**src/rtl/wr_arb_ctrl.sv**
```systemverilog
// wr_arb_ctrl: write-side controller of an asynchronous FIFO shared by
// several requesters. A round-robin arbiter picks at most one requester per
// cycle, drives the memory write port, and maintains the binary/Gray write
// pointer together with the full, almost-full and overflow-diagnostic flags.
//
// Ports
//   wclk          write-domain clock
//   wrst          asynchronous active-low reset
//   req           per-requester write request (held until granted)
//   req_data      requester i data at [i*DATA_WIDTH +: DATA_WIDTH]
//   wq2_read_ptr  Gray read pointer, already synchronized into wclk
//   grant         one-hot (or zero) write acceptance, combinational
//   wen/waddr     memory write enable / address, combinational
//   wdata         granted requester's data (zero when idle)
//   wptr          registered Gray write pointer for the read domain
//   wfull         registered full flag
//   walmost_full  registered almost-full flag
//   wovf          sticky starvation-while-full diagnostic
`timescale 1ns/1ps
module wr_arb_ctrl #(
  parameter int unsigned ADDRESS_BITS = 9,
  parameter int unsigned NUM_REQ      = 4,
  parameter int unsigned DATA_WIDTH   = 8,
  parameter int unsigned AFULL_MARGIN = 4
) (
  input  logic                            wclk,
  input  logic                            wrst,
  input  logic [NUM_REQ-1:0]              req,
  input  logic [NUM_REQ*DATA_WIDTH-1:0]   req_data,
  input  logic [ADDRESS_BITS:0]           wq2_read_ptr,
  output logic [NUM_REQ-1:0]              grant,
  output logic                            wen,
  output logic [ADDRESS_BITS-1:0]         waddr,
  output logic [DATA_WIDTH-1:0]           wdata,
  output logic [ADDRESS_BITS:0]           wptr,
  output logic                            wfull,
  output logic                            walmost_full,
  output logic                            wovf
);

  localparam int unsigned PW  = ADDRESS_BITS + 1;
  localparam int unsigned CW  = ADDRESS_BITS + 2;
  localparam int unsigned RRW = $clog2(NUM_REQ);
  localparam logic [CW-1:0] DEPTH     = {2'b01, {ADDRESS_BITS{1'b0}}};
  localparam logic [CW-1:0] TWO_DEPTH = {2'b10, {ADDRESS_BITS{1'b0}}};
  localparam logic [CW-1:0] MARGIN    = CW'(AFULL_MARGIN);

  logic [PW-1:0]  wbin, wbin_next, wgray_next, rbin, used;
  logic [CW-1:0]  free_cnt, rej_cnt;
  logic [RRW-1:0] rr_ptr, gidx, rr_next, scan_idx;
  logic           found, full_next, afull_next, rejecting;

  // Round-robin search starting at rr_ptr. Reset and full both suppress
  // every grant, so no write can slip through in the cycle wfull rises.
  always_comb begin
    grant    = '0;
    gidx     = '0;
    found    = 1'b0;
    scan_idx = '0;
    if (wrst && !wfull) begin
      for (int unsigned off = 0; off < NUM_REQ; off++) begin
        scan_idx = RRW'((32'(rr_ptr) + off) % NUM_REQ);
        if (!found && req[scan_idx]) begin
          found = 1'b1;
          gidx  = scan_idx;
        end
      end
    end
    if (found) grant[gidx] = 1'b1;
  end

  assign wen   = found;
  assign waddr = wbin[ADDRESS_BITS-1:0];
  assign wdata = found ? req_data[32'(gidx)*DATA_WIDTH +: DATA_WIDTH] : '0;

  // Read pointer back to binary so the fill level can be computed.
  always_comb begin
    rbin = wq2_read_ptr;
    for (int unsigned k = 0; k < ADDRESS_BITS; k++) begin
      rbin[ADDRESS_BITS-1-k] = rbin[ADDRESS_BITS-k] ^ wq2_read_ptr[ADDRESS_BITS-1-k];
    end
  end

  always_comb begin
    wbin_next  = wbin + PW'(wen);
    wgray_next = wbin_next ^ (wbin_next >> 1);
    // Full when the next write pointer is exactly one lap ahead of the
    // read pointer: Gray form differs in the top two bits only.
    full_next  = (wgray_next == {~wq2_read_ptr[ADDRESS_BITS -: 2],
                                 wq2_read_ptr[ADDRESS_BITS-2:0]});
    used       = wbin_next - rbin;
    free_cnt   = DEPTH - {1'b0, used};
    afull_next = (free_cnt <= MARGIN);
    rr_next    = (32'(gidx) == NUM_REQ - 1) ? '0 : gidx + 1'b1;
    rejecting  = wfull && (|req);
  end

  always_ff @(posedge wclk or negedge wrst) begin
    if (!wrst) begin
      wbin         <= '0;
      wptr         <= '0;
      rr_ptr       <= '0;
      wfull        <= 1'b0;
      walmost_full <= 1'b0;
      wovf         <= 1'b0;
      rej_cnt      <= '0;
    end else begin
      wbin         <= wbin_next;
      wptr         <= wgray_next;
      wfull        <= full_next;
      walmost_full <= afull_next;
      if (wen) rr_ptr <= rr_next;
      // rej_cnt holds the number of earlier consecutive rejected cycles;
      // the flag trips on the cycle that exceeds twice the depth.
      if (rejecting) begin
        if (rej_cnt != '1) rej_cnt <= rej_cnt + 1'b1;
        if (rej_cnt >= TWO_DEPTH) wovf <= 1'b1;
      end else begin
        rej_cnt <= '0;
      end
    end
  end

endmodule

```
**config.mk**
```make
export PLATFORM = sky130hd
export DESIGN_NAME = wr_arb_ctrl
export DESIGN_NICKNAME = d
export VERILOG_FILES = /design/src/rtl/wr_arb_ctrl.sv
export SDC_FILE = /design/constraint.sdc
export NUM_CORES = 1
export LEC_CHECK = 0
export ABC_CLOCK_PERIOD_IN_PS = 12600
export CAP_MARGIN = 25
export CORE_MARGIN = 4
export CORE_UTILIZATION = 35
export DETAILED_ROUTE_END_ITERATION = 8
export GPL_TIMING_DRIVEN = 0
export HOLD_SLACK_MARGIN = 0.05
export MAX_ROUTING_LAYER = met4
export PLACE_DENSITY = 0.74
export RECOVER_POWER = 50
export SLEW_MARGIN = 20
export SYNTH_ARGS = -nofsm -noshare
export SYNTH_HDL_FRONTEND = slang
export SYNTH_SLANG_ARGS = --single-unit
```
**constraint.sdc**
```tcl
create_clock -name wclk -period 12.6 [get_ports wclk]
set_clock_uncertainty 0.15 [all_clocks]
set_input_delay 1.89 -clock wclk [delete_from_list [all_inputs] [get_ports wclk]]
set_output_delay 1.89 -clock wclk [all_outputs]
set_load 0.005 [all_outputs]
```
==> metrics.cfg, run 1 <==
[sta]
worstMarginPinSlew_ns = 1.33
period_share_pct = 62.3
rsz0062_at_grt = no
finalSetupViolations = 0
finalSetupTns_ns = 0
report.final.slew_viol_count = 0
hold_ws_ns = 0.329
fmax_mhz = 127
hold_viol_final = 0
setup_ws_ns = 4.75
slew_headroom_pct = 11.4
min_period_ns = 7.85

[finish]
layout-drive-gt1-share_pct = 6.88
fin_area_um2 = 3600
syn_to_final_growth_pct = 40.5
nNetsFinal = 409
insertedDiodeCount = 0

[global_routing]
overflow = 0
antenna_found_initial = 0
first_global_vias = 2223
grt_max_degree = 27
grt_pass1_wl_um = 10300
track_usage_pct = 15.1

[synthesis]
ys_seq_area_share_pct = 34.2
ys_ff_latch = 35
async_reset_ff_share_pct = 100
synth_common_cells = xnor2_1, dfrtp_1, nor2_1, inv_1, xor2_1
synth_ff_type = dfrtp_1
synth_top_area_share_pct = 34.2
yosys.cell_types.count = 49
synth.yosys.warnings = 0
yosysTopAreaCell = dfrtp_1
yosys-top-cells-area = dfrtp_1, xnor2_1, mux4_2, ha_1, xor2_1
synth.avg_cell_area_um2 = 9.89
syn_inst = 259
synth_edf_count = 0
synth_nets = 320
synth_most_common_cell = xnor2_1
synth_area_um2 = 2560

[clocking]
numCtsBuffers = 5
clk_path_buf_depth = 2
clk_pin_slew_ns = 0.06
cts_hold_buf = 0
insertion_delay_ns = 0.28
clock_sinks = 35
cts_tree = built
htree_levels = 2
cts-root-buf = clkbuf_8
cts_resized = 0
cts_setup_buffers = 0

[power]
p_comb_share_pct = 60.5
power_density_nw_per_um2 = 175
power_frac_seq_pct = 25.5
p_int_uw = 381
ir_drop_v = 0.000105
p_sw_share_pct = 39.4
p_sw_uw = 248
pwr-share-clk_pct = 14.0
p_leak_nw = 1.50

[placed_design]
portBuffers = 81
placed_cell_area_um2 = 3520
gp_congestion = 0.824
hpwlAfterDp_um = 5190
dpl_worst_slack_ns = 5.22

[detailed_routing]
vias_per_cell = 4.93
vias = 2196
drc = 0
wl_per_cell_um = 14.0
ant_nets = 0
drt_iter0_markers = 48
first_pass_iters = 4
wl_um = 6210

[floorplanning]
initial_core_util_pct = 36.9
die_h_um = 93.5
ios = 83
fp-row-count = 30
fp.dieW_um = 93.5
core_um2 = 6940
dieArea_um2 = 8750

[setup_path]
required_ns = 10.56
cp_top_family = buffers and inverters
path_cells = clkbuf_1 > clkbuf_1 > nor3b_1 > o211ai_1 > buf_1 > mux4_2 > and2_1 > clkdlybuf4s50_1
critical-path-max-stage-delay_ns = 1.03
crit_arrival_ns = 5.81
crit_fanout = 26
end_kind = output port
path_common_cell = clkbuf_1
path_buf_inv = 4
crit_slowest_cell = clkbuf_1
startpoint_type = input pin
worstSetupPathType = in2out

[flow_run]
maxCapViolCount = 0

[worst_hold_path]
hold_path.class = reg2reg

[run_status]
status = completed

-- worst paths after layout --
path                             from            to  slack (ns)  cells past startpoint
worst max-delay path             wrst      wdata[6]        4.75                      8
worst min-delay path             wovf          wovf        0.33                      1
worst max register to register  wfull  walmost_full        7.64                     14
worst min register to register   wovf          wovf        0.33                      1
max in group asynchronous        wrst       wbin[4]        9.23                      2
min in group asynchronous        wrst       wbin[9]        1.44                      1
-- logic make-up (layout without fill, tap and decap cells) --
logic type,after synthesis,count (layout),synth area share (%)
mux,11,11,8.21
simple gates,88,88,18.3
compound gates,30,30,7.62
buf+inv,22,112,3.22
flops,35,35,34.2
xor+xnor,59,59,21.4
fa+ha+maj,14,14,7.03
-- cell type report --
class / count / area (um^2)
fill: 646 / 3350
multi-input combinational: 202 / 1610
sequential: 35 / 876
timing repair buffer: 82 / 808
tap: 96 / 120
clock buffer: 8 / 100
inverter: 18 / 67.6
buffer: 4 / 15.0
-- power by group through the flow --
stage	Clock [mW]	Sequential, mW	Combinational (mW)
6_report	0.0883	0.161	0.381
5_1_grt	0.0962	0.164	0.423
4_1_cts	0.0914	0.161	0.392
3_5_place_dp	0	0.163	0.389
3_3_place_gp	0	0.162	0.378
2_1_floorplan	0	0.159	0.265
-- placed cells by master (no fill, tap or decap), types with 2 or more instances in the layout --
cell and n:
or2_2 2, xor2_1 17, dfrtp_1 35, o21ai_0 3
nor2b_1 4, nand2_1 13, and3_1 5, clkbuf_1 6
dlygate4sd3_1 16, a31oi_1 3, ha_1 12, nor3_1 8
a21oi_1 11, nor4_1 3, and3_2 2, mux2i_1 3
and2_1 12, nand3_1 7, clkdlybuf4s50_1 64, clkbuf_8 7
xnor2_1 40, nand4_1 5, mux4_2 8, nor2_1 19
inv_1 17
-- worst reg2reg max path, stage by stage (launching register included) --
cell and delay, ns:
dfrtp_1 0.44, nor3b_1 0.61, clkbuf_1 0.43, ha_1 0.27, xor2_1 0.49, ha_1 0.33
nor2b_1 0.13, o21a_1 0.19, or2_2 0.30, a221oi_1 0.40, nor2_2 0.07, xnor2_1 0.14
or4_1 0.49, or3_1 0.32, mux2i_1 0.13
-- per-stage QoR --
| stage | utilization, % | power (mW) | std cells |
|---|---|---|---|
| after floorplan | - | 0.424 | 259 |
| after global placement | 50.3 | 0.540 | 436 |
| after detailed placement | 50.6 | 0.552 | 437 |
| after CTS | 52.1 | 0.644 | 445 |
| after global routing | 51.8 | 0.683 | 445 |
| final | 51.8 | 0.630 | 445 |
-- sequential cells by signal, summed over array words and instances (netlist names) --
| name | cells |
|---|---|
| walmost_full | 1 |
| rr_ptr | 2 |
| wovf | 1 |
| wfull | 1 |
| rej_cnt | 11 |
| wbin | 10 |
| wptr | 9 |
-- layer usage --
| layer | routed length (um) | vias to the layer above | part of all wire (%) | GRT usage [%] |
|---|---|---|---|---|
| met1 | 2570 | 1070 | 41 | 17.9 |
| met2 | 3320 | 42 | 53 | 26.5 |
| met4 | 139 | 0 | 2.2 | 4.33 |
| met5 | 0 | - | 0 | - |
| li1 | - | 1072 | - | - |
| met3 | 186 | 12 | 3.0 | 2.33 |
No activity file was read; power rests on OpenSTA's default activity.
==> inputs of run 2 (changes only) <==
Settings changed: ABC_CLOCK_PERIOD_IN_PS 12600 to 7100, PLACE_DENSITY 0.74 to 0.76.
Clock period 12.6 ns to 7.1 ns, I/O delays scaled along.
==> run 2 against run 1 <==
  * The flow now finishes with violations (capacitance limit, slew limit)
  * Sequential power up 77%
  * Non-clock buffer count unchanged
  * Worst hold slack worse by 0.0087 ns
  * Critical path depth up 10
  * Clock power up 63%
  * Flip-flop and latch count unchanged
  * Final cell count down 0.22%
  * Sequential share of layout area up 0.085 points
  * Combinational power up 77%
  * Design area down 0.35%
==> metrics.cfg, run 2 (synthesis results as in run 1) <==
[clocking]
numCtsBuffers = 5  ; unchanged
htree_levels = 2  ; unchanged
cts_resized = 0  ; unchanged
cts-root-buf = clkbuf_8  ; unchanged
clock_sinks = 35  ; unchanged
insertion_delay_ns = 0.28  ; about the same
clk_pin_slew_ns = 0.07  ; was 0.06 ns
cts_setup_buffers = 0  ; unchanged
clk_path_buf_depth = 2  ; unchanged
cts_tree = built  ; unchanged
cts_hold_buf = 0  ; unchanged

[global_routing]
track_usage_pct = 15.1  ; about the same
grt_pass1_wl_um = 10300  ; about the same
grt_max_degree = 31  ; was 27
overflow = 0  ; unchanged
first_global_vias = 2211  ; was 2,223
antenna_found_initial = 0  ; unchanged

[detailed_routing]
drc = 0  ; unchanged
wl_um = 6110  ; was 6210 um
wl_per_cell_um = 13.8  ; was 14.0 um
ant_nets = 0  ; unchanged
drt_iter0_markers = 65  ; was 48
first_pass_iters = 4  ; unchanged
vias = 2174  ; was 2,196
vias_per_cell = 4.90  ; was 4.93

[finish]
final_cells = 444  ; was 445
nNetsFinal = 409  ; unchanged
layout-drive-gt1-share_pct = 6.90  ; was 6.88%
n_fill_cell = 642  ; was 646
final_util_pct = 51.6  ; was 51.8%
insertedDiodeCount = 0  ; unchanged
reg_top3 = rej_cnt: 11 flops, wbin: 10 flops, wptr: 9 flops  ; unchanged
syn_to_final_growth_pct = 40.0  ; was 40.5%
final_cell_mix = clkdlybuf4s50_1, xnor2_1, dfrtp_1  ; unchanged
final_common_cell = clkdlybuf4s50_1  ; unchanged
largest-register = rej_cnt  ; unchanged
largest_reg_flops = 11  ; unchanged

[placed_design]
gp_congestion = 0.861  ; was 0.824
portBuffers = 81  ; unchanged
dp.cells = 437  ; unchanged
hpwlAfterDp_um = 5010  ; was 5190 um

[power]
power_density_nw_per_um2 = 308  ; was 175 nW/um^2
p_leak_nw = 1.50  ; about the same
ir_drop_v = 0.000225  ; was 0.000105 V

[run_status]
status = finished, violations left  ; was completed
violations = capacitance limit, slew limit

[sta]
finalSetupViolations = 0  ; unchanged
slew_headroom_pct = -3.53  ; was 11.4%
hold_viol_final = 0  ; unchanged
worstMarginPinSlew_ns = 1.55  ; was 1.33 ns
report.final.slew_viol_count = 31  ; was 0
fmax_mhz = 159
min_period_ns = 6.29
period_share_pct = 88.6
rsz0062_at_grt = no  ; unchanged

[setup_path]
crit_slowest_cell = clkdlybuf4s50_1  ; was clkbuf_1
critical-path-max-stage-delay_ns = 0.51  ; was 1.03 ns
startpoint_type = input pin  ; unchanged
worstSetupPathType = in2reg  ; was in2out
end_kind = flip-flop  ; was output port
path_cells = clkdlybuf4s50_1 > xor3_2 > xnor3_2 > xnor2_1 > xor2_1 > xor2_1 > xnor2_1 > ha_1 > inv_1 > fa_1 > a21oi_1 > nand2_1 > a221o_1 > a21oi_2 > xnor2_1 > or4_1 > or3_1 > mux2i_1  ; was clkbuf_1 > clkbuf_1 > nor3b_1 > o211ai_1 > buf_1 > mux4_2 > and2_1 > clkdlybuf4s50_1
required_ns = 7.16  ; was 10.56 ns
path_common_cell = xnor2_1  ; was clkbuf_1
crit_arrival_ns = 6.35  ; was 5.81 ns
crit_fanout = 7  ; was 26
path_buf_inv = 2  ; was 4
cp_top_family = XOR/XNOR gates  ; was buffers and inverters

[floorplanning]
core_um2 = 6940  ; unchanged
die_h_um = 93.5  ; unchanged
ios = 83  ; unchanged
dieArea_um2 = 8750  ; unchanged
initial_core_util_pct = 36.9  ; unchanged
fp-row-count = 30  ; unchanged
fp.dieW_um = 93.5  ; unchanged

[worst_hold_path]
hold_path.class = reg2reg  ; unchanged

[flow_run]
maxCapViolCount = 1  ; was 0

## run 2: layout make-up
type / instances / area, um^2 / area share, %
Sequential cell: 35 / 876 / 24.4
Clock buffer: 6 / 82.6 / 2.30
Timing Repair Buffer: 82 / 808 / 22.5
Tap cell: 96 / 120 / 3.35
Inverter: 18 / 67.6 / 1.88
Multi-Input combinational cell: 202 / 1610 / 44.9
Clock inverter: 1 / 5.00 / 0.140
Buffer: 4 / 15.0 / 0.419
## run 2: final timing paths
kind,startpoint,to,depth (start not counted),slack [ns]
max in group asynchronous,wrst,wptr[8],2,4.53
worst min-delay path,wovf,wovf,1,0.32
min in group asynchronous,wrst,wovf,1,0.51
worst min register to register,wovf,wovf,1,0.32
worst max-delay path,wq2_read_ptr[7],walmost_full,18,0.81
worst max register to register,wfull,walmost_full,14,2.08
## run 2: through the flow
step	instance area [um^2]	hold WS [ns]	total power [mW]	TNS [ns]	setup slack, ns
global route	3590	0.358	1.21	0	0.445
finish	3590	0.320	1.10	0	0.812
detailed placement	3520	0.312	0.977	0	0.476
CTS	3600	0.331	1.13	0	0.781
global placement	3490	0.307	0.955	-0.195	-0.195
floorplan	2560	0.318	0.753	0	1.46
## run 2: routing by layer
metal	vias up	global-route usage (%)	wire, um	share of wire, %
met5	-	-	0	0
met2	39	25.6	3200	52
met4	0	4.57	80	1.3
li1	1071	-	-	-
met3	8	2.41	246	4.0
met1	1056	18.5	2580	42
## run 2: report_power, final
part           total, mW  switching, mW  internal, mW  leakage, nW
registers          0.285         0.0429         0.242        0.461
clock network      0.144         0.0677        0.0760       0.0470
logic              0.674          0.327         0.347        0.990
total               1.10          0.438         0.665         1.50
==> inputs of run 3 (changes only) <==
Settings changed: PLACE_DENSITY 0.76 to unset, PLACE_DENSITY_LB_ADDON set to 0.2.
==> run 3 against run 2 <==
  * The flow still finishes with violations (capacitance limit, slew limit)
  * Total power grew 5.8%
  * Via count shrank 0.74%
  * Core utilization grew 0.65 points
  * Register-to-register slack gained 0.04 ns
  * Sequential share of layout area shrank 0.30 points
  * Design area grew 1.3%
  * Combinational power is essentially flat
  * Die area is the same
  * First-iteration DRC count grew 7.7%
  * Sequential power shrank 1%
  * Critical path depth is the same
  * Non-clock buffer count is the same
==> metrics.cfg, run 3 (synthesis results as in run 1) <==
[clocking]
cts-root-buf = clkbuf_8  ; unchanged
htree_levels = 2  ; unchanged
cts_setup_buffers = 0  ; unchanged
cts_hold_buf = 0  ; unchanged
insertion_delay_ns = 0.29  ; was 0.28 ns
clock_sinks = 35  ; unchanged
cts_resized = 0  ; unchanged
clk_pin_slew_ns = 0.08  ; was 0.07 ns
cts_tree = built  ; unchanged
clk_path_buf_depth = 2  ; unchanged
numCtsBuffers = 5  ; unchanged

[setup_path]
path_common_cell = xnor2_1  ; unchanged
path_buf_inv = 2  ; unchanged
worstSetupPathType = in2reg  ; unchanged
critical-path-max-stage-delay_ns = 0.52  ; was 0.51 ns
crit_slowest_cell = or4_1  ; was clkdlybuf4s50_1
rrSetupSlack_ns = 2.12  ; was 2.08 ns
crit_fanout = 7  ; unchanged
reg2reg_depth = 14  ; unchanged
r2r_start = wfull  ; unchanged
end_kind = flip-flop  ; unchanged
required_ns = 7.17  ; was 7.16 ns
crit_arrival_ns = 6.35  ; about the same
startpoint_type = input pin  ; unchanged
path_cells = clkdlybuf4s50_1 > xor3_2 > xnor3_2 > xnor2_1 > xor2_1 > xor2_1 > xnor2_1 > ha_1 > inv_1 > fa_1 > a21oi_1 > nand2_1 > a221o_1 > a21oi_2 > xnor2_1 > or4_1 > or3_1 > mux2i_1  ; unchanged
reg2reg_to = walmost_full  ; unchanged
cp_top_family = XOR/XNOR gates  ; unchanged

[power]
p_sw_uw = 440  ; was 438 uW
p_comb_share_pct = 57.9  ; was 61.1%
p_int_uw = 727  ; was 665 uW
power_frac_seq_pct = 24.0  ; was 25.9%
pwr-share-clk_pct = 18.0  ; was 13.0%
finalPower_mw = 1.17  ; was 1.10 mW
p_leak_nw = 1.51  ; was 1.50 nW
p_sw_share_pct = 37.7  ; was 39.7%
power_density_nw_per_um2 = 322  ; was 308 nW/um^2
ir_drop_v = 0.000249  ; was 0.000225 V

[global_routing]
grt_max_degree = 30  ; was 31
track_usage_pct = 15.1  ; about the same
antenna_found_initial = 0  ; unchanged
first_global_vias = 2222  ; was 2,211
grt_pass1_wl_um = 10300  ; about the same
overflow = 0  ; unchanged

[finish]
fin_area_um2 = 3630  ; was 3590 um^2
final_cell_mix = clkdlybuf4s50_1, xnor2_1, dfrtp_1  ; unchanged
layout-drive-gt1-share_pct = 6.88  ; was 6.90%
largest_reg_flops = 11  ; unchanged
nNetsFinal = 409  ; unchanged
largest-register = rej_cnt  ; unchanged
final_common_cell = clkdlybuf4s50_1  ; unchanged
final_util_pct = 52.3  ; was 51.6%
insertedDiodeCount = 0  ; unchanged
final_cells = 445  ; was 444
reg_top3 = rej_cnt: 11 flops, wbin: 10 flops, wptr: 9 flops  ; unchanged
syn_to_final_growth_pct = 41.8  ; was 40.0%

[floorplanning]
fp-row-count = 30  ; unchanged
initial_core_util_pct = 36.9  ; unchanged
dieArea_um2 = 8750  ; unchanged
die_h_um = 93.5  ; unchanged
core_um2 = 6940  ; unchanged
ios = 83  ; unchanged
fp.dieW_um = 93.5  ; unchanged

[placed_design]
hpwlAfterDp_um = 5090  ; was 5010 um
placed_cell_area_um2 = 3520  ; unchanged
gp_congestion = 0.815  ; was 0.861
dpl_worst_slack_ns = 0.461  ; was 0.476 ns
portBuffers = 81  ; unchanged
dp.cells = 437  ; unchanged

[worst_hold_path]
min_from = wovf  ; unchanged
hold_path.class = reg2reg  ; unchanged
worst_hold_path.num_cells = 1  ; unchanged
holdPathEnd = wovf  ; unchanged

[detailed_routing]
drc = 0  ; unchanged
drt_iter0_markers = 70  ; was 65
ant_nets = 0  ; unchanged
first_pass_iters = 5  ; was 4
wl_per_cell_um = 13.7  ; was 13.8 um
vias_per_cell = 4.85  ; was 4.90
vias = 2158  ; was 2,174
wl_um = 6120  ; was 6110 um

[run_status]
violations = capacitance limit, slew limit  ; unchanged
status = finished, violations left  ; unchanged

[sta]
period_share_pct = 88.5  ; was 88.6%
finalSetupViolations = 0  ; unchanged
slew_headroom_pct = -1.96  ; was -3.53%
hold_viol_final = 0  ; unchanged
report.final.slew_viol_count = 30  ; was 31
worstMarginPinSlew_ns = 1.53  ; was 1.55 ns
rsz0062_at_grt = no  ; unchanged
fmax_mhz = 159  ; about the same
min_period_ns = 6.28  ; was 6.29 ns
hold_ws_ns = 0.323  ; was 0.320 ns
setup_ws_ns = 0.818  ; was 0.812 ns
finalSetupTns_ns = 0  ; unchanged

[flow_run]
maxCapViolCount = 1  ; unchanged

==> run 3: worst register-to-register path: stages (launching register included) <==
cell      delay (ns)
dfrtp_1         0.44
nor3b_1         0.59
clkbuf_1        0.45
ha_1            0.27
xor2_1          0.53
ha_1            0.34
nor2b_1         0.13
o21a_1          0.19
or2_2           0.30
a221oi_1        0.40
nor2_2          0.07
xnor2_1         0.14
or4_1           0.50
or3_1           0.32
mux2i_1         0.13
==> run 3: per-layer routing <==
metal	part of all wire (%)	track usage, %	up-vias
met5	0	-	-
met4	1.6	4.45	0
met3	2.9	2.57	9
met2	54	27.2	33
met1	42	17.2	1047
li1	-	-	1069
==> run 3: power groups by stage <==
stage / clock [mW] / combinational [mW] / sequential, mW
2_1_floorplan: 0 / 0.470 / 0.283
3_3_place_gp: 0 / 0.679 / 0.286
3_5_place_dp: 0 / 0.695 / 0.286
4_1_cts: 0.216 / 0.698 / 0.282
5_1_grt: 0.225 / 0.751 / 0.288
6_report: 0.210 / 0.676 / 0.281
==> run 3: area by class of cell <==
| cell class | instances | area [um^2] |
|---|---|---|
| buffer | 4 | 15.0 |
| clock buffer | 6 | 72.6 |
| clock inverter | 2 | 60.1 |
| fill | 650 | 3310 |
| inverter | 18 | 67.6 |
| multi-input combinational | 202 | 1610 |
| sequential | 35 | 876 |
| tap | 96 | 120 |
| timing repair buffer | 82 | 808 |
==> run 3: worst max path at each step <==
stage                    start           end  slack [ns]  depth (start not counted)
2_1_floorplan  wq2_read_ptr[7]  walmost_full        1.46                         17
3_3_place_gp              wrst  walmost_full       -0.32                         15
3_5_place_dp   wq2_read_ptr[7]  walmost_full        0.46                         18
4_1_cts        wq2_read_ptr[7]  walmost_full        0.77                         18
5_1_grt        wq2_read_ptr[7]  walmost_full        0.48                         18
6_report       wq2_read_ptr[7]  walmost_full        0.82                         18
